File: src/rtl/debounce_edge.sv
// debounce_edge: glitch filter for a registered single-bit input.
// The debounced level changes only after din has held a new value for
// STABLE_CYCLES consecutive rising edges. Accepted transitions produce
// one-cycle rise/fall pulses, and accepted rises are counted modulo 2^PCNT_W.
// Every output comes straight from a flop, so no output depends
// combinationally on din.
module debounce_edge #(
  parameter int STABLE_CYCLES = 4,
  parameter int CNT_W         = 8,
  parameter int PCNT_W        = 8
) (
  input  logic              clk,
  input  logic              rst,
  input  logic              din,
  output logic              level,
  output logic              rise,
  output logic              fall,
  output logic              busy,
  output logic [PCNT_W-1:0] press_cnt
);

  // Reject illegal parameterisations at elaboration time.
  if (STABLE_CYCLES < 2 || STABLE_CYCLES > 255) begin : g_bad_stable_cycles
    $error("debounce_edge: STABLE_CYCLES must be in 2..255");
  end
  if ((64'd1 << CNT_W) <= 64'(STABLE_CYCLES)) begin : g_bad_cnt_w
    $error("debounce_edge: CNT_W too narrow for STABLE_CYCLES");
  end

  typedef enum logic [1:0] {
    IDLE_LO = 2'd0,
    WAIT_HI = 2'd1,
    IDLE_HI = 2'd2,
    WAIT_LO = 2'd3
  } state_t;

  // The candidate value is accepted on the sample where cnt already holds
  // STABLE_CYCLES-1, which makes that sample the STABLE_CYCLES-th in the run.
  localparam logic [CNT_W-1:0] CNT_LAST = CNT_W'(STABLE_CYCLES - 1);
  localparam logic [CNT_W-1:0] CNT_ONE  = CNT_W'(1);

  state_t              state_q, state_d;
  logic [CNT_W-1:0]    cnt_q, cnt_d;
  logic                level_q, level_d;
  logic                rise_q, rise_d;
  logic                fall_q, fall_d;
  logic                busy_q, busy_d;
  logic [PCNT_W-1:0]   pcnt_q, pcnt_d;

  // State and output registers; asynchronous clear to the IDLE_LO state.
  always_ff @(posedge clk or negedge rst) begin
    if (!rst) begin
      state_q <= IDLE_LO;
      cnt_q   <= '0;
      level_q <= 1'b0;
      rise_q  <= 1'b0;
      fall_q  <= 1'b0;
      busy_q  <= 1'b0;
      pcnt_q  <= '0;
    end else begin
      // NOTE: non-blocking assignments so that every flop samples the
      // pre-edge values, whatever order these lines happen to be in.
      state_q <= state_d;
      cnt_q   <= cnt_d;
      level_q <= level_d;
      rise_q  <= rise_d;
      fall_q  <= fall_d;
      busy_q  <= busy_d;
      pcnt_q  <= pcnt_d;
    end
  end

  // Next-state logic: qualify a candidate level, then accept it or drop it.
  always_comb begin
    // NOTE: every signal gets a default before the case statement. A path
    // that skipped an assignment would otherwise infer a latch.
    state_d = state_q;
    cnt_d   = '0;
    level_d = level_q;
    rise_d  = 1'b0;
    fall_d  = 1'b0;
    pcnt_d  = pcnt_q;

    unique case (state_q)
      IDLE_LO: begin
        if (din) begin
          state_d = WAIT_HI;
          cnt_d   = CNT_ONE;
        end
      end
      WAIT_HI: begin
        if (!din) begin
          state_d = IDLE_LO;
        end else if (cnt_q == CNT_LAST) begin
          state_d = IDLE_HI;
          level_d = 1'b1;
          rise_d  = 1'b1;
          pcnt_d  = pcnt_q + PCNT_W'(1);
        end else begin
          cnt_d = cnt_q + CNT_ONE;
        end
      end
      IDLE_HI: begin
        if (!din) begin
          state_d = WAIT_LO;
          cnt_d   = CNT_ONE;
        end
      end
      WAIT_LO: begin
        if (din) begin
          state_d = IDLE_HI;
        end else if (cnt_q == CNT_LAST) begin
          state_d = IDLE_LO;
          level_d = 1'b0;
          fall_d  = 1'b1;
        end else begin
          cnt_d = cnt_q + CNT_ONE;
        end
      end
      default: begin
        state_d = IDLE_LO;
      end
    endcase

    busy_d = (state_d == WAIT_HI) || (state_d == WAIT_LO);
  end

  assign level     = level_q;
  assign rise      = rise_q;
  assign fall      = fall_q;
  assign busy      = busy_q;
  assign press_cnt = pcnt_q;

endmodule

File: config.mk
export PLATFORM = sky130hd
export DESIGN_NAME = debounce_edge
export DESIGN_NICKNAME = d
export VERILOG_FILES = /design/src/rtl/debounce_edge.sv
export SDC_FILE = /design/constraint.sdc
export NUM_CORES = 1
export LEC_CHECK = 0
export BUFFER_PORTS_ARGS = -buffer_cell sky130_fd_sc_hd__buf_2
export CAP_MARGIN = 20
export CELL_PAD_IN_SITES_DETAIL_PLACEMENT = 1
export CELL_PAD_IN_SITES_GLOBAL_PLACEMENT = 2
export CORE_ASPECT_RATIO = 1.75
export CORE_MARGIN = 8
export CORE_UTILIZATION = 32
export DETAILED_ROUTE_END_ITERATION = 6
export PLACE_DENSITY_LB_ADDON = 0.3
export RECOVER_POWER = 50
export SLEW_MARGIN = 5
export SYNTH_ARGS = -nofsm -noshare
export SYNTH_HDL_FRONTEND = slang
export SYNTH_SLANG_ARGS = --single-unit
File: constraint.sdc
create_clock -name clk -period 1.6 [get_ports clk]
set_input_delay 0.08 -clock clk [delete_from_list [all_inputs] [get_ports clk]]
set_output_delay 0.08 -clock clk [all_outputs]
set_load 0.02 [all_outputs]
* Word level (Yosys, flattened, before mapping)
Cells that the tools add are included.
Widths: inputs -> output; s select.
** Storage, ports and cells
- Register bits after elaboration :: 22
- Input port bits :: 3
- Output and inout bits :: 12
- Logic and storage cells :: 47
** Operators by class
- Add/subtract/negate cells :: 2
- Equality and inequality tests :: 10
- Mux-type cells :: 23
- Reductions and logical operators :: 5
** Operator list (count)
- $pmux 8 s4 :: 1
- $mux 8 :: 3
- $add 8x1->8 const B :: 2
- $mux 2 :: 6
- $mux 1 :: 11
- $eq 8x2->1 const B :: 1
- $ne 2x2->1 const B :: 4
- $pmux 2 s4 :: 1
- $eq 2x2->1 const B :: 3
- $reduce_and 5->1 :: 1
- $eq 2x1->1 const B :: 2
- $reduce_and 3->1 :: 1
- $logic_not 2->1 :: 1
- $pmux 1 s2 :: 1
- $reduce_bool 2->1 :: 1
- $logic_or 1x1->1 :: 1

* Longest topological paths before layout
Gate-level depths: netlist of run 1.
- Depth after elaboration :: 6
- Mapped depth :: 6
- Mapped depth without buffers :: 5

* Worst setup path before layout of run 1
No wires, ideal clock.
- Path kind :: reg-to-reg
- Start point :: reg cnt_q[0]
- End point :: reg pcnt_q[1], in the netlist press_cnt[1]
- Setup time :: 125 ps
- Data arrival time :: 1445 ps
- Data required time :: 1475 ps
- Path slack :: 30 ps
- Stages on the path, launching flop included :: 6
- Path buffers :: 1
- Clock period less this slack :: 1570 ps
- Cells stage by stage :: dfrtp_1 > ha_1 > nor2b_1 > and4_1 > buf_4 > mux2_2
** On the way
- Cells in the longest elaborated chain, start to end :: 2
** RTL lines
- start, declared :: RTL line 43 : logic [CNT_W-1:0] cnt_q, cnt_d;
- start signal, assigned :: RTL line 64 : cnt_q <= cnt_d;
- $eq 8x2->1 :: RTL line 94 : end else if (cnt_q == CNT_LAST) begin
- $reduce_and 3->1 (no line)
- end signal, assigned :: RTL line 69 : pcnt_q <= pcnt_d;
- end, declared :: RTL line 48 : logic [PCNT_W-1:0] pcnt_q, pcnt_d;
No other way between the ends.
A chain may end at the register's enable or synchronous reset.

* Worst setup path after layout of run 1
- Start point :: reg cnt_q[3]
- End point :: reg pcnt_q[1], in the netlist press_cnt[1]
The elaborated chain is that of the path after synthesis.

==> metrics.csv, run 1 <==
stage;metric;value;unit
synth;Synth cell types;23;
place;IO Port Bufs;14;
setup_path;critical path endpoint category;flop;
clocking;H-tree levels;1;
synth;Mapped Avg Cell Area;11.18;µm²
floorplanning;IO Pins;15;
global_route;pin count of the biggest net entering global routing;23;
synth;Synth Cell Area;983.4;µm²
route;WL final;2272;µm
status;status;finished, final reports clean;
final_layout;multi-input combinational cell area;440.4;µm²
sta;RSZ-0062 raised after global routing;false;
place;Final Wtd Congestion;0.7226;
clocking;CTS tree;built;
clocking;maximum clock path buffer count;2;
sta;setup_tns;0;ns
synth;Yosys reg bits;22;
global_route;first-pass GRT wire length;3857;µm
sta;Final Hold Fails;0;
place;DP Area;1171;µm²
setup_path;CP top delay family;simple AND/OR/NAND/NOR gates;
power_and_ir_drop;Pwr Density;1220;nW/µm²
synth;synth warn;0;
clocking;CTS sink cnt;22;
final_layout;layout cells sized above 1;25.42;%
clocking;setup bufs post-CTS;0;
synth;syn_nets;93;
sta;Setup Skew;0.002892;ns
power_and_ir_drop;Total Power;1522;µW
sta;hold_ws;0.07144;ns
floorplanning;Die Span Y;89.34;µm
route;top sig layer;met4;
clocking;CTS Buf Count;3;
global_route;antenna violations before repair;0;
power_and_ir_drop;P_leak;0.0006128;µW
route;Met1 Routed Length;818;µm
place;pre-CTS WS;0.09055;ns
route;DRT iter0 DRCs;7;
setup_path;Crit Path Category;reg -> reg;
final_layout;Final Cell Area;1247;µm²
sta;final setup fails;0;
sta;Final Max Slew Viols;0;
global_route;vias in the first global route;882;
power_and_ir_drop;worst IR drop on VDD;0.0007124;V
min_path;Hold Crit Class;in -> reg;
place;DP HPWL;1781;µm
sta;Worst Slack Setup Final;0.09473;ns
route;WL met3;70;µm
floorplanning;starting density of the core;33.59;%
setup_path;CP Cell Sequence;nor4b_4 > and4_2 > mux2_2;
clocking;clk_lat worst skew;0.27;ns
route;DR WL/cell;15.56;µm
route;drt first pass iters;2;
final_layout;synthesis-to-finish area growth;26.85;%
setup_path;critical path data arrival time;1.66;ns
global_route;All-Layer GR Usage;9.876;%
final_layout;antenna cells;0;
sta;f_max;664.3;MHz
final_layout;Register Area;550.5;µm²
setup_path;worst-path fanout max;4;
flow_run;max cap viols;0;
setup_path;CP bufs+invs;0;
global_route;global route overflow;0;
final_layout;Fill cells;351;
setup_path;CP startpoint kind;flop;
setup_path;Worst path max stage delay;0.41;ns
floorplanning;die width;57.91;µm
route;met2 WL;1325;µm
floorplanning;Placement Rows;26;
route;vias per inst;5.205;
final_layout;final net count;124;
route;# DRC;0;
setup_path;Critical Path RT;1.76;ns
sta;Max-slew headroom;61.82;%
route;Antenna Nets Post-Route;0;
floorplanning;die area;5173;µm²
final_layout;commonest cells after routing, fill and taps aside;dfrtp_1 (22), buf_4 (12), nand2_1 (10);
synth;register area share after synthesis;55.98;%
floorplanning;core area;2928;µm²
sta;final worst-path cycle share;94.08;%
route;via count;760;
setup_path;slowest CP cell;dfrtp_1;
sta;measured slew at the worst slew-check pin;0.5727;ns
clocking;clock root buffer;clkbuf_8;
clocking;Worst-path clk slew;0.08;ns
sta;post-layout min period;1.505;ns
synth;post-synthesis cell count;88;
final_layout;commonest non-fill, non-tap cell in the layout;dfrtp_1;
==> worst reg2reg max path, stage by stage, from the launching register on <==
cell and delay [ns]:
dfrtp_1 0.41, nor4b_4 0.34, and4_2 0.32, mux2_2 0.34
==> cell type report <==
type | instances | share of cell area, %
clock buffers | 4 | 4.413
inverters | 1 | 0.3009
multi-input cells | 64 | 35.31
flip-flops and latches | 22 | 44.13
well taps | 28 | 2.808
repair buffers | 27 | 13.04
==> per-stage QoR <==
stage | instances | utilization (%)
floorplan | 88 | -
global placement | 141 | 40.00
detailed placement | 141 | 40.00
CTS | 146 | 42.22
global route | 146 | 42.61
finish | 146 | 42.61
==> timing repair <==
item,in CTS,in global routing
setup endpoints to repair,0,7
endpoints found under the hold margin,22,0
hold buffers,1,0
resized for setup,0,5
==> synthesized netlist by cell type, drive strengths merged <==
library cell  count  area (µm²)
buf               1       7.510
nor2              9       33.78
nor3b             1       7.510
inv               1       3.750
nor4b             2       32.53
and4b             1       10.01
nand2b            3       18.77
nor3              2       10.01
and4              2       17.52
mux2              1       11.26
nor2b             3       18.77
ha                2       25.02
o21ai             1       5.000
and3              2       12.51
a21oi             4       20.02
nand2            10       37.54
nand3             4       20.02
xnor2             7       61.31
dfrtp            22       550.5
xor2              6       52.55
a21o              2       15.01
nand4             2       12.51
==> per-layer routing <==
metal  up-vias  track usage, %
met5         -               0
met1       386           8.729
met4         0           6.054
li1        357               -
met2        12           19.59
met3         5           1.873
==> logic make-up (layout without fill, tap and decap cells) <==
family | after synthesis | in the layout | share of synthesized area [%]
XOR/XNOR | 13 | 13 | 11.58
adder cells (fa/ha/maj) | 2 | 2 | 2.544
AO/OA/AOI/OAI | 7 | 7 | 4.070
buffers and inverters | 2 | 32 | 1.145
AND/OR/NAND/NOR | 41 | 41 | 23.54
multiplexers | 1 | 1 | 1.145
flip-flops | 22 | 22 | 55.98
==> flip-flops by register name (all words and copies together) (netlist names) <==
register,count
state_q,2
cnt_q,8
level,1
fall,1
busy,1
rise,1
press_cnt,8
==> worst paths after layout <==
kind,start,end,cells past startpoint,slack [ns]
hold reg to reg,press_cnt[7],press_cnt[7],1,0.48
max in group asynchronous,rst,press_cnt[4],2,0.89
setup reg to reg,cnt_q[3],press_cnt[1],3,0.09
hold / removal,din,fall,2,0.07
setup / recovery,cnt_q[3],press_cnt[1],3,0.09
min in group asynchronous,rst,cnt_q[4],2,0.33
==> power by group <==
group	internal [µW]	switching, µW	total, µW
Sequential	634	73.1	707
Combinational	199	211	410
Clock	220	185	405
Total	1050	469	1520
(Power assumes the default switching activity.)
==> run 2, diff against run 1 <==
--- a/config.mk
+++ b/config.mk
@@ -9,12 +9,13 @@
 export CAP_MARGIN = 20
 export CELL_PAD_IN_SITES_DETAIL_PLACEMENT = 1
 export CELL_PAD_IN_SITES_GLOBAL_PLACEMENT = 2
-export CORE_ASPECT_RATIO = 1.75
+export CORE_ASPECT_RATIO = 0.7
 export CORE_MARGIN = 8
 export CORE_UTILIZATION = 32
 export DETAILED_ROUTE_END_ITERATION = 6
 export PLACE_DENSITY_LB_ADDON = 0.3
 export RECOVER_POWER = 50
+export SKIP_CTS_REPAIR_TIMING = 1
 export SLEW_MARGIN = 5
 export SYNTH_ARGS = -nofsm -noshare
 export SYNTH_HDL_FRONTEND = slang
==> run 2 against run 1 <==
  * Non-clock buffer count fell by 4
  * Cell count rose by 2.1%
  * Sequential power rose by 0.6%
  * Critical path type unchanged
  * Largest cell class unchanged
  * Largest power group unchanged
  * Highest routed layer unchanged
==> metrics.csv, run 2 (synthesized netlist as in run 1, its figures left out) <==
stage;metric;value;unit
setup_path;Worst path max stage delay;0.44;ns
sta;RSZ-0062 raised after global routing;false;
power_and_ir_drop;sw power;456.9;µW
sta;Final Max Slew Viols;0;
clocking;Worst-path clk slew;0.07;ns
setup_path;critical path endpoint category;flop;
final_layout;layout cells sized above 1;24.78;%
sta;final setup fails;0;
setup_path;FF-to-FF setup slack;0.07;ns
global_route;global route overflow;0;
floorplanning;die area;5131;µm²
clocking;CTS Buf Count;3;
setup_path;Critical Path RT;1.74;ns
floorplanning;starting density of the core;34.35;%
setup_path;Crit Path Category;reg -> reg;
place;IO Port Bufs;14;
final_layout;final net count;120;
place;DP Area;1144;µm²
power_and_ir_drop;switching part of the total;32.02;%
min_path;Hold Crit Depth;2;
power_and_ir_drop;Comb power frac;26.6;%
status;status;finished, final reports clean;
place;placed insts;144;
sta;Final Hold Fails;0;
final_layout;Final Non-Filler Cells;149;
global_route;pin count of the biggest net entering global routing;23;
global_route;All-Layer GR Usage;9.545;%
setup_path;Worst R2R End;press_cnt[3];
route;Antenna Nets Post-Route;0;
sta;final worst-path cycle share;95.84;%
setup_path;Reg-to-Reg Start;cnt_q[7];
route;DR WL/cell;14.99;µm
clocking;H-tree levels;1;
global_route;first-pass GRT wire length;3753;µm
setup_path;CP startpoint kind;flop;
power_and_ir_drop;internal power;970.0;µW
floorplanning;Placement Rows;16;
min_path;Worst Hold End;fall;
clocking;maximum clock path buffer count;2;
floorplanning;Die Span Y;62.38;µm
floorplanning;core area;2863;µm²
clocking;CTS tree;built;
final_layout;antenna cells;0;
setup_path;CP Cell Sequence;nor4b_4 > and4_4 > buf_4 > nand2_1 > xnor2_1;
power_and_ir_drop;Pwr Density;1166;nW/µm²
setup_path;FF-to-FF path depth;5;
route;# DRC;0;
min_path;worst hold start;din;
global_route;vias in the first global route;751;
place;Final Wtd Congestion;0.7011;
route;WL final;2233;µm
sta;measured slew at the worst slew-check pin;0.5649;ns
place;DP HPWL;1743;µm
final_layout;synthesis-to-finish area growth;24.43;%
setup_path;critical path data arrival time;1.67;ns
power_and_ir_drop;Reg power frac;49.9;%
floorplanning;IO Pins;15;
sta;f_max;652.1;MHz
sta;Max-slew headroom;62.34;%
min_path;Hold Crit Class;in -> reg;
setup_path;worst-path fanout max;4;
floorplanning;die width;82.26;µm
final_layout;Final Cell Area;1224;µm²
flow_run;max cap viols;0;
clocking;clock root buffer;clkbuf_8;
final_layout;commonest cells after routing, fill and taps aside;dfrtp_1 (21), nand2_1 (10), nor2_1 (9);
setup_path;slowest CP cell;dfrtp_2;
clocking;CTS sink cnt;22;
route;vias per inst;4.718;
sta;Setup Skew;0.001527;ns
sta;post-layout min period;1.534;ns
power_and_ir_drop;power share of the clock group;23.5;%
global_route;antenna violations before repair;0;
power_and_ir_drop;worst IR drop on VDD;0.0003878;V
clocking;clk_lat worst skew;0.26;ns
route;via count;703;
route;DRT iter0 DRCs;36;
route;drt first pass iters;4;
power_and_ir_drop;P_leak;0.0005881;µW
final_layout;commonest non-fill, non-tap cell in the layout;dfrtp_1;
-- run 2: cell types whose count changed in the layout (fill, tap and decap cells not counted), sizes merged --
cell	delta
clkbuf	-1
buf	-4
-- run 2: critical path, delay by kind of cell (launching register included) --
kind,cells,cell delay [ns]
DFF,1,0.44
and+or+nand+nor,3,0.71
xor gates and xnor gates,1,0.13
buffers and inverters,1,0.13
-- run 2: cell type report --
class | count | area (µm²)
Multi-Input combinational cell | 64 | 449.2
Sequential cell | 22 | 551.8
Clock buffer | 3 | 41.29
Timing Repair Buffer | 23 | 132.6
Fill cell | 327 | 1639
Inverter | 1 | 3.754
Tap cell | 36 | 45.04
-- run 2: per-layer routing --
metal	GRT usage (%)	share of wire, %
met1	13.16	50
met2	13.17	44
met3	4.310	5.2
met4	1.965	0.49
met5	0	0
-- run 2: per-stage QoR --
stage	util, %	worst slack (ns)	power (µW)	setup TNS [ns]	hold slack [ns]
after floorplan	-	0.03050	932.5	0	-0.2156
after global placement	39.95	0.1237	1074	0	0.07112
after detailed placement	39.95	0.02063	1093	0	0.08414
after CTS	41.39	-0.004308	1430	-0.004308	-0.2007
after global routing	42.74	0.02170	1520	0	0.07335
final	42.74	0.06649	1427	0	0.06162
-- run 2: how the worst max path moves through the flow --
stage	from	to	slack, ns
3_5_place_dp	cnt_q[0]	press_cnt[3]	0.02
2_1_floorplan	cnt_q[0]	press_cnt[1]	0.03
4_1_cts	cnt_q[0]	level	-0.004
5_1_grt	cnt_q[7]	press_cnt[3]	0.02
6_report	cnt_q[7]	press_cnt[3]	0.07
3_3_place_gp	cnt_q[7]	press_cnt[1]	0.12
-- run 2: power by group through the flow --
stage | clock, µW | combinational [µW] | sequential [µW]
floorplan | 0 | 195 | 737
global placement | 0 | 363 | 711
detailed placement | 0 | 370 | 723
CTS | 348 | 370 | 711
global route | 377 | 419 | 725
finish | 336 | 380 | 711
==> run 3, diff against run 2 <==
==> constraint.sdc (replaced) <==
create_clock -name clk -period 1.2 [get_ports clk]
set_input_delay 0.06 -clock clk [delete_from_list [all_inputs] [get_ports clk]]
set_output_delay 0.06 -clock clk [all_outputs]
set_load 0.02 [all_outputs]
==> run 3 against run 2 <==
  * The flow now finishes with violations (negative setup slack)
  * Clock skew is 0.0064 ns higher
  * Combinational power grew 110%
  * Critical path depth is 2 lower
  * Global-route usage rose by 0.54 points
  * Design area up 22%
  * Utilization increased by 9.3 points
  * Die area unchanged
  * Cell count increased by 11%
  * Largest cell class unchanged
  * Largest power group unchanged
==> metrics.csv, run 3 (synthesized netlist as in run 1, its figures left out) <==
stage;metric;value;unit
final_layout;synthesis-to-finish area growth;51.53;%
status;failing checks;negative setup slack;
global_route;antenna violations before repair;0;
place;IO Port Bufs;14;
route;DR WL/cell;15.43;µm
final_layout;Final Non-Filler Cells;166;
global_route;global route overflow;0;
global_route;All-Layer GR Usage;10.08;%
min_path;Hold Crit Class;in -> reg;
route;vias per inst;4.705;
setup_path;Crit Path Category;reg -> reg;
global_route;first-pass GRT wire length;4098;µm
place;placed insts;158;
floorplanning;Placement Rows;16;
clocking;CTS tree;built;
sta;measured slew at the worst slew-check pin;0.5508;ns
clocking;CTS Buf Count;3;
place;Final Wtd Congestion;0.7564;
final_layout;Final Cell Area;1490;µm²
sta;Final Hold Fails;0;
sta;Setup Skew;0.007911;ns
sta;Final Max Slew Viols;0;
final_layout;commonest non-fill, non-tap cell in the layout;dfrtp_1;
setup_path;critical path endpoint category;flop;
floorplanning;die width;82.26;µm
flow_run;max cap viols;0;
clocking;clk_lat worst skew;0.26;ns
setup_path;CP startpoint kind;flop;
setup_path;Critical Path RT;1.34;ns
clocking;H-tree levels;1;
route;WL final;2561;µm
route;# DRC;0;
power_and_ir_drop;Pwr Density;1614;nW/µm²
final_layout;commonest cells after routing, fill and taps aside;dfrtp_1 (22), buf_4 (21), buf_2 (13);
global_route;pin count of the biggest net entering global routing;23;
power_and_ir_drop;Total Power;2405;µW
floorplanning;IO Pins;15;
setup_path;critical path data arrival time;1.62;ns
route;drt first pass iters;4;
status;status;complete, but fails checks;
final_layout;layout cells sized above 1;47.69;%
sta;f_max;677.1;MHz
power_and_ir_drop;worst IR drop on VDD;0.0008501;V
setup_path;worst-path fanout max;5;
sta;final worst-path cycle share;123.1;%
floorplanning;starting density of the core;34.35;%
power_and_ir_drop;P_leak;0.0007377;µW
route;DRT iter0 DRCs;23;
clocking;CTS sink cnt;22;
sta;RSZ-0062 raised after global routing;true;
final_layout;final net count;136;
route;via count;781;
global_route;vias in the first global route;831;
place;pre-CTS WS;-0.2651;ns
final_layout;antenna cells;0;
sta;Max-slew headroom;63.28;%
sta;final setup fails;19;
clocking;clock root buffer;clkbuf_8;
sta;post-layout min period;1.477;ns
route;Antenna Nets Post-Route;0;
place;DP HPWL;1827;µm
floorplanning;die area;5131;µm²
clocking;Worst-path clk slew;0.08;ns
clocking;maximum clock path buffer count;2;
place;DP Area;1272;µm²
floorplanning;core area;2863;µm²
sta;Worst Slack Setup Final;-0.2768;ns
floorplanning;Die Span Y;62.38;µm
==> run 3: critical path, stage by stage, from the launching register on <==
cell     delay [ns]
dfrtp_1        0.41
nor4b_4        0.34
and4_4         0.31
mux2_4         0.30
==> run 3: path summary, 6_finish.rpt <==
path                                    from           end  slack (ns)  depth (start not counted)
worst max-delay path                cnt_q[6]  press_cnt[1]       -0.28                          3
worst min-delay path                     din    state_q[1]        0.17                          4
worst max register to register      cnt_q[6]  press_cnt[1]       -0.28                          3
worst min register to register  press_cnt[7]  press_cnt[7]        0.48                          1
max in group asynchronous                rst      cnt_q[4]        0.51                          2
min in group asynchronous                rst      cnt_q[7]        0.32                          2
==> run 3: power by group <==
group	internal [µW]	total, µW	switching [µW]
clock network	445	683	237
logic	418	801	383
registers	846	922	76.1
==> run 3: routing by layer <==
layer  GRT usage (%)  routed length, µm
met5               0                  0
met4           1.310                 12
met3           4.167                106
met2           14.15               1187
met1           14.21               1255
==> run 3: layout make-up <==
cell class              count  area (µm²)
flip-flops and latches     22       550.5
clock buffers               3       41.29
multi-input cells          64       549.3
fillers                   313        1373
inverters                   1       3.754
well taps                  36       45.04
repair buffers             39       270.3
clock inverters             1       30.03
==> run 3: metrics by stage <==
stage          util (%)  TNS, ns  hold WS [ns]
6_report          52.05   -2.529        0.1730
5_1_grt           52.05   -4.154        0.1909
4_1_cts           46.94   -3.194       -0.2328
3_5_place_dp      44.45   -2.711       0.05867
3_3_place_gp      44.45   -2.401       0.05673
2_1_floorplan         -   -1.513       -0.2356
